## config.mk

```make
export PLATFORM = sky130hd
export DESIGN_NAME = vga_frame_capture
export DESIGN_NICKNAME = d
export VERILOG_FILES = /design/src/rtl/vga_pkg.sv /design/src/rtl/vga_frame_capture_sync_edge.sv /design/src/rtl/vga_frame_capture.sv
export SDC_FILE = /design/constraint.sdc
export NUM_CORES = 1
export LEC_CHECK = 0
export ABC_AREA = 1
export CAP_MARGIN = 15
export CORE_MARGIN = 1.5
export CORE_UTILIZATION = 45
export CTS_BUF_LIST = sky130_fd_sc_hd__clkbuf_2 sky130_fd_sc_hd__clkbuf_4 sky130_fd_sc_hd__clkbuf_8
export CTS_CLUSTER_DIAMETER = 80
export CTS_CLUSTER_SIZE = 30
export DETAILED_ROUTE_END_ITERATION = 7
export DONT_BUFFER_PORTS = 1
export PLACE_DENSITY = 0.64
export SLEW_MARGIN = 10
export SYNTH_ARGS = -nofsm -noshare
export SYNTH_HDL_FRONTEND = slang
export SYNTH_SLANG_ARGS = --single-unit
```

## constraint.sdc

```tcl
create_clock -name clk -period 2.5 [get_ports clk]
set_input_delay 0.375 -clock clk [delete_from_list [all_inputs] [get_ports clk]]
set_output_delay 0.375 -clock clk [all_outputs]
set_load 0.01 [all_outputs]
```

## src/rtl/vga_pkg.sv

```systemverilog
// Shared VGA 640x480 timing constants, capture FSM states, pixel type and the
// CRC-16-CCITT step used by the optional frame checksum.
package vga_pkg;
  localparam int H_ACTIVE = 640;
  localparam int H_SKIP   = 144;
  localparam int V_ACTIVE = 480;
  localparam int V_SKIP   = 35;

  typedef logic [23:0] rgb_t;

  typedef enum logic [2:0] {
    IDLE,
    VSKIP,
    HSKIP,
    ACTIVE,
    LINE_END,
    DONE
  } cap_state_t;

  // CRC-16-CCITT (poly 0x1021), one 24-bit pixel per call, MSB first
  function automatic logic [15:0] crc16_px(input logic [15:0] crc, input rgb_t px);
    logic [15:0] c;
    logic        fb;
    c = crc;
    for (int i = 23; i >= 0; i--) begin
      fb = c[15] ^ px[i];
      c  = {c[14:0], 1'b0} ^ (fb ? 16'h1021 : 16'h0000);
    end
    return c;
  endfunction
endpackage

```

## src/rtl/vga_frame_capture_sync_edge.sv

```systemverilog
// vga_sync_edge: registers hsync/vsync on each pixel strobe and flags falling
// edges in the strobe cycle where the low level is first seen.
module vga_sync_edge (
  input  logic clk,
  input  logic reset,
  input  logic pix_en,
  input  logic hsync,
  input  logic vsync,
  output logic hsync_fall,
  output logic vsync_fall
);
  logic hs_q, vs_q;

  always_ff @(posedge clk) begin
    if (reset) begin
      hs_q <= 1'b1;
      vs_q <= 1'b1;
    end else if (pix_en) begin
      hs_q <= hsync;
      vs_q <= vsync;
    end
  end

  assign hsync_fall = pix_en & hs_q & ~hsync;
  assign vsync_fall = pix_en & vs_q & ~vsync;
endmodule

```

## src/rtl/vga_frame_capture.sv

```systemverilog
// vga_frame_capture: VGA sink that recovers line/column from sync edges and
// writes visible pixels to a frame-buffer port. VGA_CAPTURE_CRC_EN adds frame_crc.
module vga_frame_capture #(
  parameter int H_ACTIVE = vga_pkg::H_ACTIVE,
  parameter int H_SKIP   = vga_pkg::H_SKIP,
  parameter int V_ACTIVE = vga_pkg::V_ACTIVE,
  parameter int V_SKIP   = vga_pkg::V_SKIP,
  parameter int ADDR_W   = 19
) (
  input  logic              clk,
  input  logic              reset,
  input  logic              pix_en,
  input  logic              capture_en,
  input  logic              hsync,
  input  logic              vsync,
  input  logic [23:0]       rgb_in,
  output logic              wr_en,
  output logic [ADDR_W-1:0] wr_addr,
  output logic [23:0]       wr_data,
  output logic              frame_done,
  output logic              busy,
  output logic              line_err,
  output logic              frame_err
`ifdef VGA_CAPTURE_CRC_EN
  ,
  output logic [15:0]       frame_crc
`endif
);
  import vga_pkg::*;

  localparam int CNT_MAX = (H_SKIP > H_ACTIVE) ? ((H_SKIP > V_SKIP) ? H_SKIP : V_SKIP)
                                               : ((H_ACTIVE > V_SKIP) ? H_ACTIVE : V_SKIP);
  localparam int CNT_W  = $clog2(CNT_MAX + 1);
  localparam int LINE_W = $clog2(V_ACTIVE + 1);
  localparam logic [CNT_W-1:0]  HS_LAST  = CNT_W'(H_SKIP - 1);
  localparam logic [CNT_W-1:0]  VS_LAST  = CNT_W'(V_SKIP - 1);
  localparam logic [CNT_W-1:0]  COL_LAST = CNT_W'(H_ACTIVE - 1);
  localparam logic [LINE_W-1:0] LINES    = LINE_W'(V_ACTIVE);

  cap_state_t        state, state_n;
  logic [CNT_W-1:0]  cnt, cnt_n, col;
  logic [LINE_W-1:0] line_cnt, line_n;
  logic [ADDR_W-1:0] addr, addr_n, base, base_n;
  logic              wr_n, line_err_n, frame_err_n, restart;
  logic              hsync_fall, vsync_fall;

  vga_sync_edge u_edge (
    .clk        (clk),
    .reset      (reset),
    .pix_en     (pix_en),
    .hsync      (hsync),
    .vsync      (vsync),
    .hsync_fall (hsync_fall),
    .vsync_fall (vsync_fall)
  );

  // cnt counts hsync falls in VSKIP, strobes in HSKIP and pixels in ACTIVE
  always_comb begin
    state_n     = state;
    cnt_n       = cnt;
    line_n      = line_cnt;
    addr_n      = addr;
    base_n      = base;
    wr_n        = 1'b0;
    line_err_n  = line_err;
    frame_err_n = frame_err;
    restart     = 1'b0;
    col         = (state == HSKIP) ? '0 : cnt;
    case (state)
      IDLE:   if (vsync_fall && capture_en) restart = 1'b1;
      VSKIP:  if (hsync_fall) begin
                if (cnt == VS_LAST) begin
                  state_n = HSKIP;
                  cnt_n   = '0;
                end else cnt_n = cnt + CNT_W'(1);
              end
      HSKIP:  if (hsync_fall) cnt_n = '0;
              else if (pix_en) begin
                if (cnt == HS_LAST) wr_n = 1'b1;
                else cnt_n = cnt + CNT_W'(1);
              end
      ACTIVE: if (hsync_fall) begin
                // short line: skip to the next line start; a short last line ends the frame
                line_err_n = 1'b1;
                line_n     = line_cnt + LINE_W'(1);
                base_n     = base + ADDR_W'(H_ACTIVE);
                addr_n     = base_n;
                cnt_n      = '0;
                state_n    = (line_n == LINES) ? DONE : HSKIP;
              end else if (pix_en) wr_n = 1'b1;
      LINE_END: if (hsync_fall) begin
                cnt_n   = '0;
                state_n = (line_cnt == LINES) ? DONE : HSKIP;
              end
      DONE:   state_n = IDLE;
      default: state_n = IDLE;
    endcase
    if (wr_n) begin
      addr_n = addr + ADDR_W'(1);
      if (col == COL_LAST) begin
        state_n = LINE_END;
        line_n  = line_cnt + LINE_W'(1);
        base_n  = base + ADDR_W'(H_ACTIVE);
      end else begin
        state_n = ACTIVE;
        cnt_n   = col + CNT_W'(1);
      end
    end
    if (vsync_fall && state != IDLE && state != DONE) begin
      frame_err_n = 1'b1;
      wr_n        = 1'b0;
      if (capture_en) restart = 1'b1;
      else state_n = IDLE;
    end
    if (restart) begin
      state_n = VSKIP;
      cnt_n   = '0;
      line_n  = '0;
      addr_n  = '0;
      base_n  = '0;
    end
  end

  always_ff @(posedge clk) begin
    if (reset) begin
      state     <= IDLE;
      cnt       <= '0;
      line_cnt  <= '0;
      addr      <= '0;
      base      <= '0;
      wr_en     <= 1'b0;
      wr_addr   <= '0;
      wr_data   <= '0;
      line_err  <= 1'b0;
      frame_err <= 1'b0;
    end else begin
      state     <= state_n;
      cnt       <= cnt_n;
      line_cnt  <= line_n;
      addr      <= addr_n;
      base      <= base_n;
      wr_en     <= wr_n;
      line_err  <= line_err_n;
      frame_err <= frame_err_n;
      if (wr_n) begin
        wr_addr <= addr;
        wr_data <= rgb_in;
      end
    end
  end

  assign frame_done = (state == DONE);
  assign busy       = (state != IDLE) && (state != DONE);

`ifdef VGA_CAPTURE_CRC_EN
  logic [15:0] crc_run;

  // frame_crc updates on the edge that raises frame_done, so both are valid together
  always_ff @(posedge clk) begin
    if (reset) begin
      crc_run   <= 16'hFFFF;
      frame_crc <= 16'hFFFF;
    end else begin
      if (restart) crc_run <= 16'hFFFF;
      else if (wr_n) crc_run <= crc16_px(crc_run, rgb_in);
      if (state_n == DONE && state != DONE) frame_crc <= crc_run;
    end
  end
`endif
endmodule

```

After elaboration in Yosys (flattened, before gate mapping)
Index checks and enable logic that the tools add are counted.

Add/sub/neg operators: 5. Equality and inequality tests: 11. Mux-type cells: 44. Bitwise logic cells: 6. Reductions and logical operators: 13.

Operator list (number): 19-bit two-way mux (7); 10-bit two-way mux (9); 9-bit two-way mux (4); 3-bit two-way mux (10); 10-bit one-hot mux with 3 select lines (1); 10-bit by 1-bit adder with 10-bit output (second input constant) (2); 19-bit by 1-bit adder with 19-bit output (second input constant) (1); 19-bit by 10-bit adder with 19-bit output (second input constant) (1); 9-bit == test (second input constant) (2); 3-bit one-hot mux with 4 select lines (1); 1-bit two-way mux (11); 10-bit == test (second input constant) (1); 10-bit by 6-bit == test with 1-bit output (second input constant) (1); 10-bit by 8-bit == test with 1-bit output (second input constant) (1); 9-bit by 1-bit adder with 9-bit output (second input constant) (1); 3-bit by 2-bit == test with 1-bit output (second input constant) (2); 3-bit == test (second input constant) (2); 2-bit OR reduction (3); 1-bit AND (4); 1-bit logical AND (4); 2-bit AND reduction (2); 2-bit nonzero test (2); 3-bit by 1-bit == test with 1-bit output (second input constant) (1); 3-bit zero test (1); 4 further kinds (5).

Bits in registers: 108. Bits of input ports: 30. Output and inout bits: 48. Logic and storage cells: 92.

Longest topological paths before layout
Gate-level depths: netlist of the first run.

Depth in word-level cells: 9. Mapped depth: 17. Mapped depth without buffers: 16.

Cells and area by module
Synthesis of the first run repeated with hierarchy kept, for this count alone.

Cells, all modules: 794. Area, all modules: 5346.4 µm².

By module, submodules not included: vga_frame_capture (instances 1, cells each 780, area each 5258.8 µm², seq. area each 1981.9 µm²); vga_sync_edge (instances 1, cells each 14, area each 87.6 µm², seq. area each 40.0 µm²).

Worst setup path after synthesis of the first run
No wires, ideal clock.

Kind: reg2reg. Start point: register state[2]. End point: register base[15]. Setup time: 0.116 ns. Arrival time: 1.889 ns. Data required time: 2.384 ns. Path slack: 0.495 ns. Cell stages (with the launch flop): 18. Buffers on the path: 1. Clock period less this slack: 2.005 ns. Cells stage by stage: dfxtp_1 -> inv_2 -> nand2_4 -> nor2_4 -> nor2_1 -> ha_1 -> nand4_2 -> nor2_2 -> nand2_2 -> inv_2 -> nand4_2 -> inv_2 -> nand2_4 -> nand2_8 -> inv_4 -> buf_6 -> nor2_1 -> nor2_1.

Word-level cells in the longest chain between the ends: 5. Elaborated cells between the ends (all ways): 17. Those cells by class: eq/ne: 4; mux: 8; reduce/logical: 5.

RTL lines: from (decl) (RTL line vga_frame_capture.sv:40) `cap_state_t state, state_n;`; from (signal assigned) (RTL line vga_frame_capture.sv:137) `state <= state_n;`; 3-bit by 2-bit == test with 1-bit output, or another cell as far along (RTL line vga_frame_capture.sv:68, vga_frame_capture.sv:69); 10-bit two-way mux, or another cell as far along (RTL line vga_frame_capture.sv:68) `col = (state == HSKIP) ? '0 : cnt;`; 10-bit == test, or another cell as far along (RTL line vga_frame_capture.sv:100) `if (col == COL_LAST) begin`; 19-bit two-way mux / 1-bit two-way mux (equally long branches) (RTL line vga_frame_capture.sv:100, vga_frame_capture.sv:109); 19-bit two-way mux / 2-bit OR reduction (equally long branches); to (signal assigned) (RTL line vga_frame_capture.sv:141) `base <= base_n;`; to (decl) (RTL line vga_frame_capture.sv:43) `logic [ADDR_W-1:0] addr, addr_n, base, base_n;`.

Parallel ways exist; a longest one is shown, timed or not. A chain may end at the register's enable or synchronous reset.

Worst setup path in the final report of the first run
Start point: register cnt[0]. End point: register cnt[1].

Word-level cells in the longest chain between the ends: 7. Elaborated cells between the ends (all ways): 18. Those cells by class: add/sub: 2; eq/ne: 3; mux: 13.

RTL lines: from (decl) (RTL line vga_frame_capture.sv:41) `logic [CNT_W-1:0] cnt, cnt_n, col;`; from (signal assigned) (RTL line vga_frame_capture.sv:138) `cnt <= cnt_n;`; 10-bit by 1-bit adder with 10-bit output / 10-bit by 8-bit == test with 1-bit output (equally long branches) (RTL line vga_frame_capture.sv:75, vga_frame_capture.sv:80, vga_frame_capture.sv:79); 10-bit two-way mux (RTL line vga_frame_capture.sv:79) `if (cnt == HS_LAST) wr_n = 1'b1;`; 10-bit two-way mux (RTL line vga_frame_capture.sv:78) `else if (pix_en) begin`; 10-bit two-way mux (RTL line vga_frame_capture.sv:77) `HSKIP: if (hsync_fall) cnt_n = '0;`; 10-bit one-hot mux with 3 select lines (RTL line vga_frame_capture.sv:69) `case (state)`; 10-bit two-way mux (RTL line vga_frame_capture.sv:100); 10-bit two-way mux (*) (RTL line vga_frame_capture.sv:98) `if (wr_n) begin`.

Every way passes the cells marked *; elsewhere a longest branch is shown, timed or not.

==> summary.txt, run 1 <==
Power and ir drop
  – Static Leak: 2.09 nW
  – Peak VDD IR: between 0.4 and 0.5 mV
  – Cell Pwr Density: just over 500 nW/um2

GRT
  – Initial antenna violation count: 0
  – First-pass GRT wire length: 21,400 um
  – Largest net degree at the start of global routing: 50
  – Total congestion overflow: 0
  – Vias in the first global route: 4,526
  – GR Util All Layers: 0.206

Run
  – MaxCap Viol Count: 0

Final layout
  – Fraction of layout cells with a size suffix above 1: 0.0958
  – Antenna Cells: 0
  – Finished Core Util: 0.493
  – Synthesis-to-finish area growth: 6.85%
  – Final non-filler cell area: 5600 um2
  – Layout Nets: slightly below 800

Floorplan
  – Die span in y: about 110 um
  – IO Pins: a little under 80
  – Core area: approximately 11,000 um2
  – Die Wd: between 100 and 150 um
  – Die area: approximately 12,000 um2
  – Row cnt: 39
  – Initial Util: 0.461

Detailed routing
  – WL final: approximately 13,000 um
  – DR pass1 iterations: 4
  – Final routed DRC violation total: 0
  – Number of routed nets with antenna violations: 0
  – DR iter-0 viols: between 300 and 400
  – Via Count: about 4,800
  – DR vias/cell: around 5.5
  – Routed WL per cell: about 14 um

Worst setup path
  – Startpoint Class: flip-flop
  – Reg-to-reg startpoint: cnt[0]
  – CP endpoint kind: flip-flop
  – Reg-to-reg critical path endpoint: cnt[1]
  – Reg-to-reg setup timing slack: 0.27 ns
  – Kind of critical path: flip-flop to flip-flop
  – CP arrival: 2.51 ns
  – Worst reg2reg path depth: 11
  – Worst path required time: around 2.8 ns
  – Worst-path maximum fanout: 16

Synth
  – Ys Warns: 0
  – Synth Area in Compound Gates: 0.175
  – Synthesized net count: approximately 780
  – Synth unique cells: 45
  – Synth top area cells: dfxtp_1 39%, nand2_1 11%, a21oi_1 7.2%
  – Cells after Synth: 744
  – Simple-Gate Fraction of Synth Area: 0.301
  – Largest family of logic cells by synthesized area: simple AND/OR/NAND/NOR gates
  – Yosys top cell area share: 0.386
  – Post-synth top cells: 151 x nand2_1, 101 x dfxtp_1, 88 x nor2_1
  – Flops & latches, synth: between 100 and 150
  – Synth Area in Adders: 0.0167
  – Sequential area share after synthesis: 0.386
  – Count leader, synth: nand2_1
  – Post-synthesis xor/xnor area fraction: 0.0451
  – Prevailing post-synth register cell: dfxtp_1
  – Mapped Area: between 5000 and 6000 um2
  – Cell taking the most area after synthesis: dfxtp_1
  – Mux share of post-synthesis cell area: 0
  – Synth Area per Inst: 7.05 um2
  – Async S/R FF share, synth: 0
  – Post-synth EDFFs: 0

Placement
  – DP HPWL: about 8800 um
  – Dpl cell area: between 5000 and 6000 um2
  – Placer Congestion: just over 0.9
  – Buffers on Ports: 0

Clock tree
  – CTS tree: yes
  – Clk sinks: 101
  – CTS Buf Count: 9
  – Clock root buffer: clkbuf_8
  – # resized after CTS: 0
  – CTS clk-pin slew, worst paths: around 0.11 ns
  – Post-CTS Hold Buffers: 0
  – Clock Latency Late Sink: around 0.37 ns
  – CTS Buffer Depth: 2
  – Post-CTS Setup Repair Bufs: 0
  – H-tree Lvls: 3

Hold path
  – Hold Startpoint: reset
  – Worst hold path class: input port to flip-flop
  – Hold endpoint: wr_addr[0]
  – Worst hold path depth: 1

STA
  – Unrepaired setup endpoints after global routing: no
  – Max Clock Skew: around 0.012 ns
  – Slew @ Worst Pin: 0.557 ns
  – Worst rel slew slack: 0.626
  – Final Cycle Share: 0.894
  – Min Tclk post-route: between 2 and 2.5 ns
  – Final setup viols: 0
  – Achievable Freq: 0.448 GHz
  – Final Slew Violations: 0
  – Final hold vios: 0
  – Setup TNS: 0 ns

Status
  – Status: finished clean
-- cell families (layout without fill, tap and decap cells) --
group | after synthesis | count (layout)
xor gates and xnor gates | 27 | 27
buffers and inverters | 92 | 88
and+or+nand+nor | 350 | 351
adders and majority gates | 7 | 7
AOI/OAI and AO/OA | 167 | 167
DFF | 101 | 101
-- flip-flops by register name, summed over array words and instances (netlist names) --
| name | count |
|---|---|
| frame_err | 1 |
| wr_en | 1 |
| u_edge.vs_q | 1 |
| state | 3 |
| addr | 19 |
| line_cnt | 9 |
| u_edge.hs_q | 1 |
| wr_data | 24 |
| base | 12 |
| cnt | 10 |
| wr_addr | 19 |
| line_err | 1 |
-- worst max-delay path, stage by stage (launching register included) --
cell and delay, ns:
dfxtp_1 0.45, ha_1 0.24, nand2_1 0.08, nor2_2 0.19, nand3_1 0.14, nand2_1 0.10, nand2_2 0.06, clkinv_2 0.22
nand2_2 0.20, buf_4 0.21, o21ai_0 0.18, a31oi_1 0.06
-- worst max path at each step --
stage               startpoint       end
floorplan             state[2]  base[15]
global placement      state[2]  base[11]
detailed placement    state[2]  base[11]
CTS                   state[2]  base[11]
global route          state[2]  base[11]
finish                  cnt[0]    cnt[1]
-- layer usage --
metal | vias to the layer above | global-route usage | wire length [um]
met4 | 0 | 0.0752 | 192
met5 | - | 0 | 0
met1 | 2282 | 0.278 | 6020
li1 | 2454 | - | -
met2 | 96 | 0.331 | 5870
met3 | 17 | 0.0372 | 488
-- area by class of cell --
cell class                      count  area (um2)
Clock inverter                      6        92.6
Multi-Input combinational cell    552        2840
Clock buffer                       10         138
Sequential cell                   101        2020
Inverter                           59         225
Tap cell                          143         179
Fill cell                        1130        5770
Timing Repair Buffer               13         110
-- through the flow --
stage | setup slack, ns | cells | total power [W] | hold slack [ns]
finish | 0.266 | 884 | 0.00289 | 0.0626
global route | 0.00848 | 884 | 0.00298 | 0.0356
CTS | 0.199 | 883 | 0.00293 | 0.0333
detailed placement | 0.214 | 867 | 0.00173 | 0.449
global placement | 0.285 | 867 | 0.00173 | 0.446
floorplan | 0.495 | 744 | 0.00172 | 0.429
-- power breakdown --
part	leakage [nW]	internal [W]	switching, W
clock network	0.115	0.000600	0.000592
registers	0.814	0.00161	0.00000360
logic	1.16	0.0000228	0.0000592
-- cells in the final DEF (no fill, tap or decap), drive strengths merged --
master / Yosys / routed
a21boi: 1 / 1
a21o: 2 / 2
a21oi: 79 / 79
a221oi: 3 / 3
a31oi: 4 / 4
buf: 20 / 13
bufinv: 0 / 2
clkbuf: 13 / 10
clkinv: 1 / 2
clkinvlp: 0 / 1
dfxtp: 101 / 101
ha: 7 / 7
inv: 58 / 60
nand2: 163 / 164
nand3: 69 / 69
nand3b: 1 / 1
nand4: 11 / 11
nor2: 93 / 93
nor3: 10 / 10
nor3b: 1 / 1
nor4: 2 / 2
o211ai: 7 / 7
o21a: 1 / 1
o21ai: 66 / 66
o21bai: 1 / 1
o221ai: 3 / 3
xnor2: 8 / 8
xor2: 19 / 19
No activity file was read; power rests on OpenSTA's default activity.
==> run 2, diff against run 1 <==
--- a/config.mk
+++ b/config.mk
@@ -17,2 +17,3 @@
 export PLACE_DENSITY = 0.64
+export REMOVE_ABC_BUFFERS = 1
 export SLEW_MARGIN = 10
==> constraint.sdc (replaced) <==
create_clock -name clk -period 2.5 [get_ports clk]
set_input_delay 0.5 -clock clk [delete_from_list [all_inputs] [get_ports clk]]
set_output_delay 0.5 -clock clk [all_outputs]
set_load 0.01 [all_outputs]
==> summary.txt, run 2 (same netlist as run 1, synthesis figures left out) <==
Final layout
  – Synthesis-to-finish area growth: 5.44%
  – Number of flip-flops in the largest register: 24
  – Fraction of layout cells with a size suffix above 1: 0.0910
  – Most flop-heavy register: wr_data
  – Finished Core Util: 0.486
  – Final non-filler cell area: about 5500 um2
  – Antenna Cells: 0
  – Most frequent cells in the layout: 151 x nand2_1, 100 x dfxtp_1, 87 x nor2_1
  – Layout Nets: roughly 770
  – Most common cell after layout, fill and taps aside: nand2_1
  – Largest regs: wr_data: 24 flops, addr: 19 flops, wr_addr: 19 flops

Detailed routing
  – Final routed DRC violation total: 0
  – Via Count: between 4,000 and 5,000
  – DR iter-0 viols: 394
  – DR vias/cell: between 5 and 6
  – Number of routed nets with antenna violations: 0
  – DR pass1 iterations: 7
  – WL final: between 10,000 and 15,000 um
  – Routed WL per cell: between 10 and 15 um

Worst setup path
  – CP endpoint kind: flip-flop
  – CP arrival: 2.57 ns
  – Reg-to-reg setup timing slack: 0.20 ns
  – Worst path required time: around 2.8 ns
  – Startpoint Class: flip-flop
  – Kind of critical path: flip-flop to flip-flop
  – Worst-path maximum fanout: 15

Floorplan
  – Row cnt: 39
  – Die span in y: 111 um
  – Initial Util: 0.461
  – IO Pins: around 80
  – Core area: approximately 11,000 um2
  – Die Wd: about 110 um
  – Die area: 12,300 um2

Power and ir drop
  – Cell Pwr Density: approximately 500 nW/um2
  – Static Leak: approximately 2.1 nW
  – Peak VDD IR: 0.341 mV

Clock tree
  – Clock Latency Late Sink: a little under 0.4 ns
  – Clock root buffer: clkbuf_8
  – CTS clk-pin slew, worst paths: around 0.10 ns
  – CTS Buf Count: 9
  – # resized after CTS: 0
  – Post-CTS Setup Repair Bufs: 0
  – Clk sinks: between 100 and 150
  – Post-CTS Hold Buffers: 0
  – CTS tree: yes
  – H-tree Lvls: 3
  – CTS Buffer Depth: 2

Placement
  – Buffers on Ports: 0
  – Dpl cell area: 5320 um2
  – Placer Congestion: 0.854
  – DP HPWL: around 8600 um
  – Worst slack, placed: between 0.1 and 0.15 ns

GRT
  – First-pass GRT wire length: ~22,000 um
  – Initial antenna violation count: 0
  – GR Util All Layers: 0.211
  – Total congestion overflow: 0
  – Vias in the first global route: around 4,600
  – Largest net degree at the start of global routing: 62

STA
  – Slew @ Worst Pin: just over 0.6 ns
  – Achievable Freq: between 0.4 and 0.5 GHz
  – Final hold vios: 0
  – Final Cycle Share: 0.919
  – Final setup margin: a little over 0.2 ns
  – Worst rel slew slack: 0.583
  – Setup TNS: 0 ns
  – Max Clock Skew: between 0.015 and 0.02 ns
  – Final setup viols: 0
  – Unrepaired setup endpoints after global routing: no
  – Final Slew Violations: 0
  – Min Tclk post-route: ~2.3 ns
  – WHS: about 0.17 ns

Run
  – MaxCap Viol Count: 0

Status
  – Status: finished clean

Hold path
  – Worst hold path class: input port to flip-flop
run 2: routing by layer:
layer  global-route usage  routed length [um]
met4               0.0735                 195
met2                0.340                5870
met3               0.0492                 749
met1                0.277                5680
met5                    0                   0
run 2: stage by stage:
stage / power [W] / std cells
2_1_floorplan: 0.00170 / 711
3_3_place_gp: 0.00173 / 862
3_5_place_dp: 0.00173 / 862
4_1_cts: 0.00274 / 878
5_1_grt: 0.00281 / 879
6_report: 0.00270 / 879
run 2: cell type report:
cell class / count / area (um2)
clock buffer: 10 / 138
fill: 1143 / 5840
multi-input combinational: 552 / 2840
clock inverter: 6 / 50.0
sequential: 101 / 2020
tap: 143 / 179
inverter: 59 / 225
timing repair buffer: 8 / 72.6
run 2: power breakdown:
group	internal [W]	switching, W
Sequential	0.00161	0.00000359
Clock	0.000405	0.000600
Combinational	0.0000203	0.0000574
run 2: worst paths after layout:
path              cells past startpoint          end   startpoint
setup reg to reg                     16     base[11]     state[2]
setup / recovery                     16     base[11]     state[2]
hold reg to reg                       2  u_edge.vs_q  u_edge.vs_q
hold / removal                        1   wr_data[0]        reset
run 2: worst max-delay path, cell delays in order, from the launching register on:
cell	delay [ns]
dfxtp_2	0.37
inv_2	0.08
nand2_4	0.09
nor2_4	0.07
nor2_1	0.14
ha_2	0.22
nand4_2	0.14
nor2_2	0.17
nand2_2	0.08
inv_2	0.07
nand4_2	0.12
inv_2	0.10
nand2_4	0.08
nand2_8	0.13
inv_4	0.09
o21ai_0	0.17
nor2_1	0.05
==> run 3, diff against run 2 <==
- SYNTH_HIERARCHICAL: unset -> 1
==> summary.txt, run 3 <==
Status
  – Status: finished, violations left
  – Failing checks: design-rule violations

Detailed routing
  – Final routed DRC violation total: 14
  – DR pass1 iterations: 7
  – DR iter-0 viols: 472
  – DR vias/cell: about 5.5
  – Routed WL per cell: 14.5 um
  – Number of routed nets with antenna violations: 0
  – WL final: about 14,000 um
  – Via Count: between 5,000 and 6,000

Floorplan
  – Row cnt: 39
  – Die Wd: roughly 110 um
  – Die area: 12,500 um2
  – IO Pins: between 70 and 80
  – Core area: between 10,000 and 15,000 um2
  – Die span in y: approximately 110 um
  – Initial Util: 0.464

Synth
  – Cell taking the most area after synthesis: dfxtp_1
  – Mapped Area: approximately 5300 um2
  – Count leader, synth: nand2_1
  – Synth unique cells: 38
  – Flops & latches, synth: 101
  – Post-synth top cells: 177 x nand2_1, 101 x dfxtp_1, 90 x nor2_1
  – Yosys top cell area share: 0.378
  – Async S/R FF share, synth: 0
  – Cells after Synth: 794
  – Sequential area share after synthesis: 0.378
  – Post-synth EDFFs: 0
  – Prevailing post-synth register cell: dfxtp_1
  – Synth top area cells: dfxtp_1 38%, nand2_1 12%, nand3_1 8.1%
  – Synth Area per Inst: 6.73 um2
  – Ys Warns: 6

STA
  – Setup TNS: 0 ns
  – Min Tclk post-route: 2.23 ns
  – Worst rel slew slack: 0.557
  – Max Clock Skew: ~0.017 ns
  – Achievable Freq: roughly 0.45 GHz
  – Final Cycle Share: 0.890
  – Final setup viols: 0
  – Slew @ Worst Pin: 0.664 ns
  – WHS: between 0.15 and 0.2 ns
  – Unrepaired setup endpoints after global routing: no
  – Final Slew Violations: 0
  – Final hold vios: 0

Worst setup path
  – Reg-to-reg critical path endpoint: base[10]
  – CP endpoint kind: flip-flop
  – Worst path cell trace: inv_1, nand2_4, inv_1, nor2_1, ha_1, inv_1, nor3_4, nand3_2, inv_2, nand4_4, nand2_8, inv_4, nor2_1, nor2_1
  – Worst setup path end: base[10]
  – CP bufs+invs: 5
  – Kind of critical path: flip-flop to flip-flop
  – Crit path from: state[0]
  – Critical Path Slowest Stage Cell: dfxtp_2
  – CP arrival: between 2 and 3 ns
  – Worst-path maximum fanout: 16
  – Startpoint Class: flip-flop
  – Reg-to-reg startpoint: state[0]
  – Reg-to-reg setup timing slack: between 0.2 and 0.3 ns
  – Worst path max stage delay: 0.41 ns
  – CP delay by family, top: simple AND/OR/NAND/NOR gates
  – Total stage count of the critical path: 14
  – Worst reg2reg path depth: 14
  – Worst path required time: 2.78 ns

Run
  – MaxCap Viol Count: 0

Final layout
  – # fillers: 1,158
  – Number of flip-flops in the largest register: 24
  – Finished Core Util: 0.496
  – Most common cell after layout, fill and taps aside: nand2_1
  – Post-Layout Cell Count: a little over 900
  – Synthesis-to-finish area growth: 6.76%
  – Area of the multi-input gates: just under 3000 um2
  – Most flop-heavy register: wr_data
  – Most frequent cells in the layout: 177 x nand2_1, 99 x dfxtp_1, 90 x nor2_1
  – Largest regs: wr_data: 24 flops, addr: 19 flops, wr_addr: 19 flops
  – Final non-filler cell area: 5710 um2
  – Reg area: between 2000 and 2500 um2
  – Fraction of layout cells with a size suffix above 1: 0.0771
  – Layout Nets: between 800 and 900
  – Antenna Cells: 0

Clock tree
  – H-tree Lvls: 3
  – CTS Buffer Depth: 2
  – CTS tree: yes
  – Clock root buffer: clkbuf_8
  – CTS Buf Count: 9
  – Clock Latency Late Sink: between 0.3 and 0.4 ns
  – CTS clk-pin slew, worst paths: 0.11 ns
  – Clk sinks: 101

Placement
  – Placer Congestion: 0.936
  – Buffers on Ports: 0
  – DP HPWL: 9590 um
  – Dpl cell area: roughly 5400 um2
  – Placed Cells: about 900

GRT
  – GR Util All Layers: 0.215
  – Initial antenna violation count: 0
  – Total congestion overflow: 0
  – Vias in the first global route: 4,700
  – First-pass GRT wire length: between 20,000 and 25,000 um
  – Largest net degree at the start of global routing: 47

Power and ir drop
  – Peak VDD IR: 0.242 mV
  – Static Leak: 2.20 nW
  – Cell Pwr Density: roughly 480 nW/um2

Hold path
  – Worst hold path class: input port to flip-flop
==> run 3: per-layer routing <==
layer | wire (um) | vias up | GRT usage | part of all wire
li1 | - | 2581 | - | -
met1 | 6210 | 2321 | 0.291 | 0.46
met2 | 6090 | 206 | 0.350 | 0.45
met3 | 1000 | 20 | 0.0370 | 0.074
met4 | 216 | 0 | 0.0734 | 0.016
met5 | 0 | - | 0 | 0
==> run 3: report_power, final <==
| group | total (W) | switching, W | internal, W |
|---|---|---|---|
| clock | 0.00107 | 0.000626 | 0.000440 |
| sequential | 0.00162 | 0.00000407 | 0.00161 |
| combinational | 0.0000821 | 0.0000587 | 0.0000235 |
==> run 3: worst min-delay path by stage <==
stage	startpoint	endpoint	slack [ns]	cells after the start
after global routing	reset	wr_addr[15]	0.16	1
after CTS	reset	wr_addr[12]	0.16	1
after floorplan	u_edge/vs_q	u_edge/vs_q	0.43	2
after detailed placement	u_edge/vs_q	u_edge/vs_q	0.45	2
final	reset	wr_addr[5]	0.18	1
after global placement	u_edge/hs_q	u_edge/hs_q	0.44	2
==> run 3: final cells by class <==
type | count | share of cell area
tap | 143 | 0.0313
clock inverter | 5 | 0.00877
inverter | 75 | 0.0498
sequential | 101 | 0.355
multi-input combinational | 582 | 0.507
clock buffer | 11 | 0.0265
timing repair buffer | 17 | 0.0224
==> run 3: cell families after synthesis <==
group           after synthesis  share of synthesized area
fa+ha+maj                     7                     0.0164
simple gates                404                      0.332
compound gates              145                      0.145
buf+inv                     112                     0.0873
xor+xnor                     25                     0.0410
flops                       101                      0.378
==> run 3: through the flow <==
stage / total power [W] / setup slack (ns)
6_report: 0.00276 / 0.274
5_1_grt: 0.00287 / 0.0198
4_1_cts: 0.00279 / 0.00245
3_5_place_dp: 0.00173 / 0.0320
3_3_place_gp: 0.00173 / 0.126
2_1_floorplan: 0.00170 / -0.576
==> run 3: what timing repair did <==
item	CTS	global route
setup buffers	0	3
hold buffers	0	0
endpoints found under the setup margin	0	29
gates resized for setup	0	7
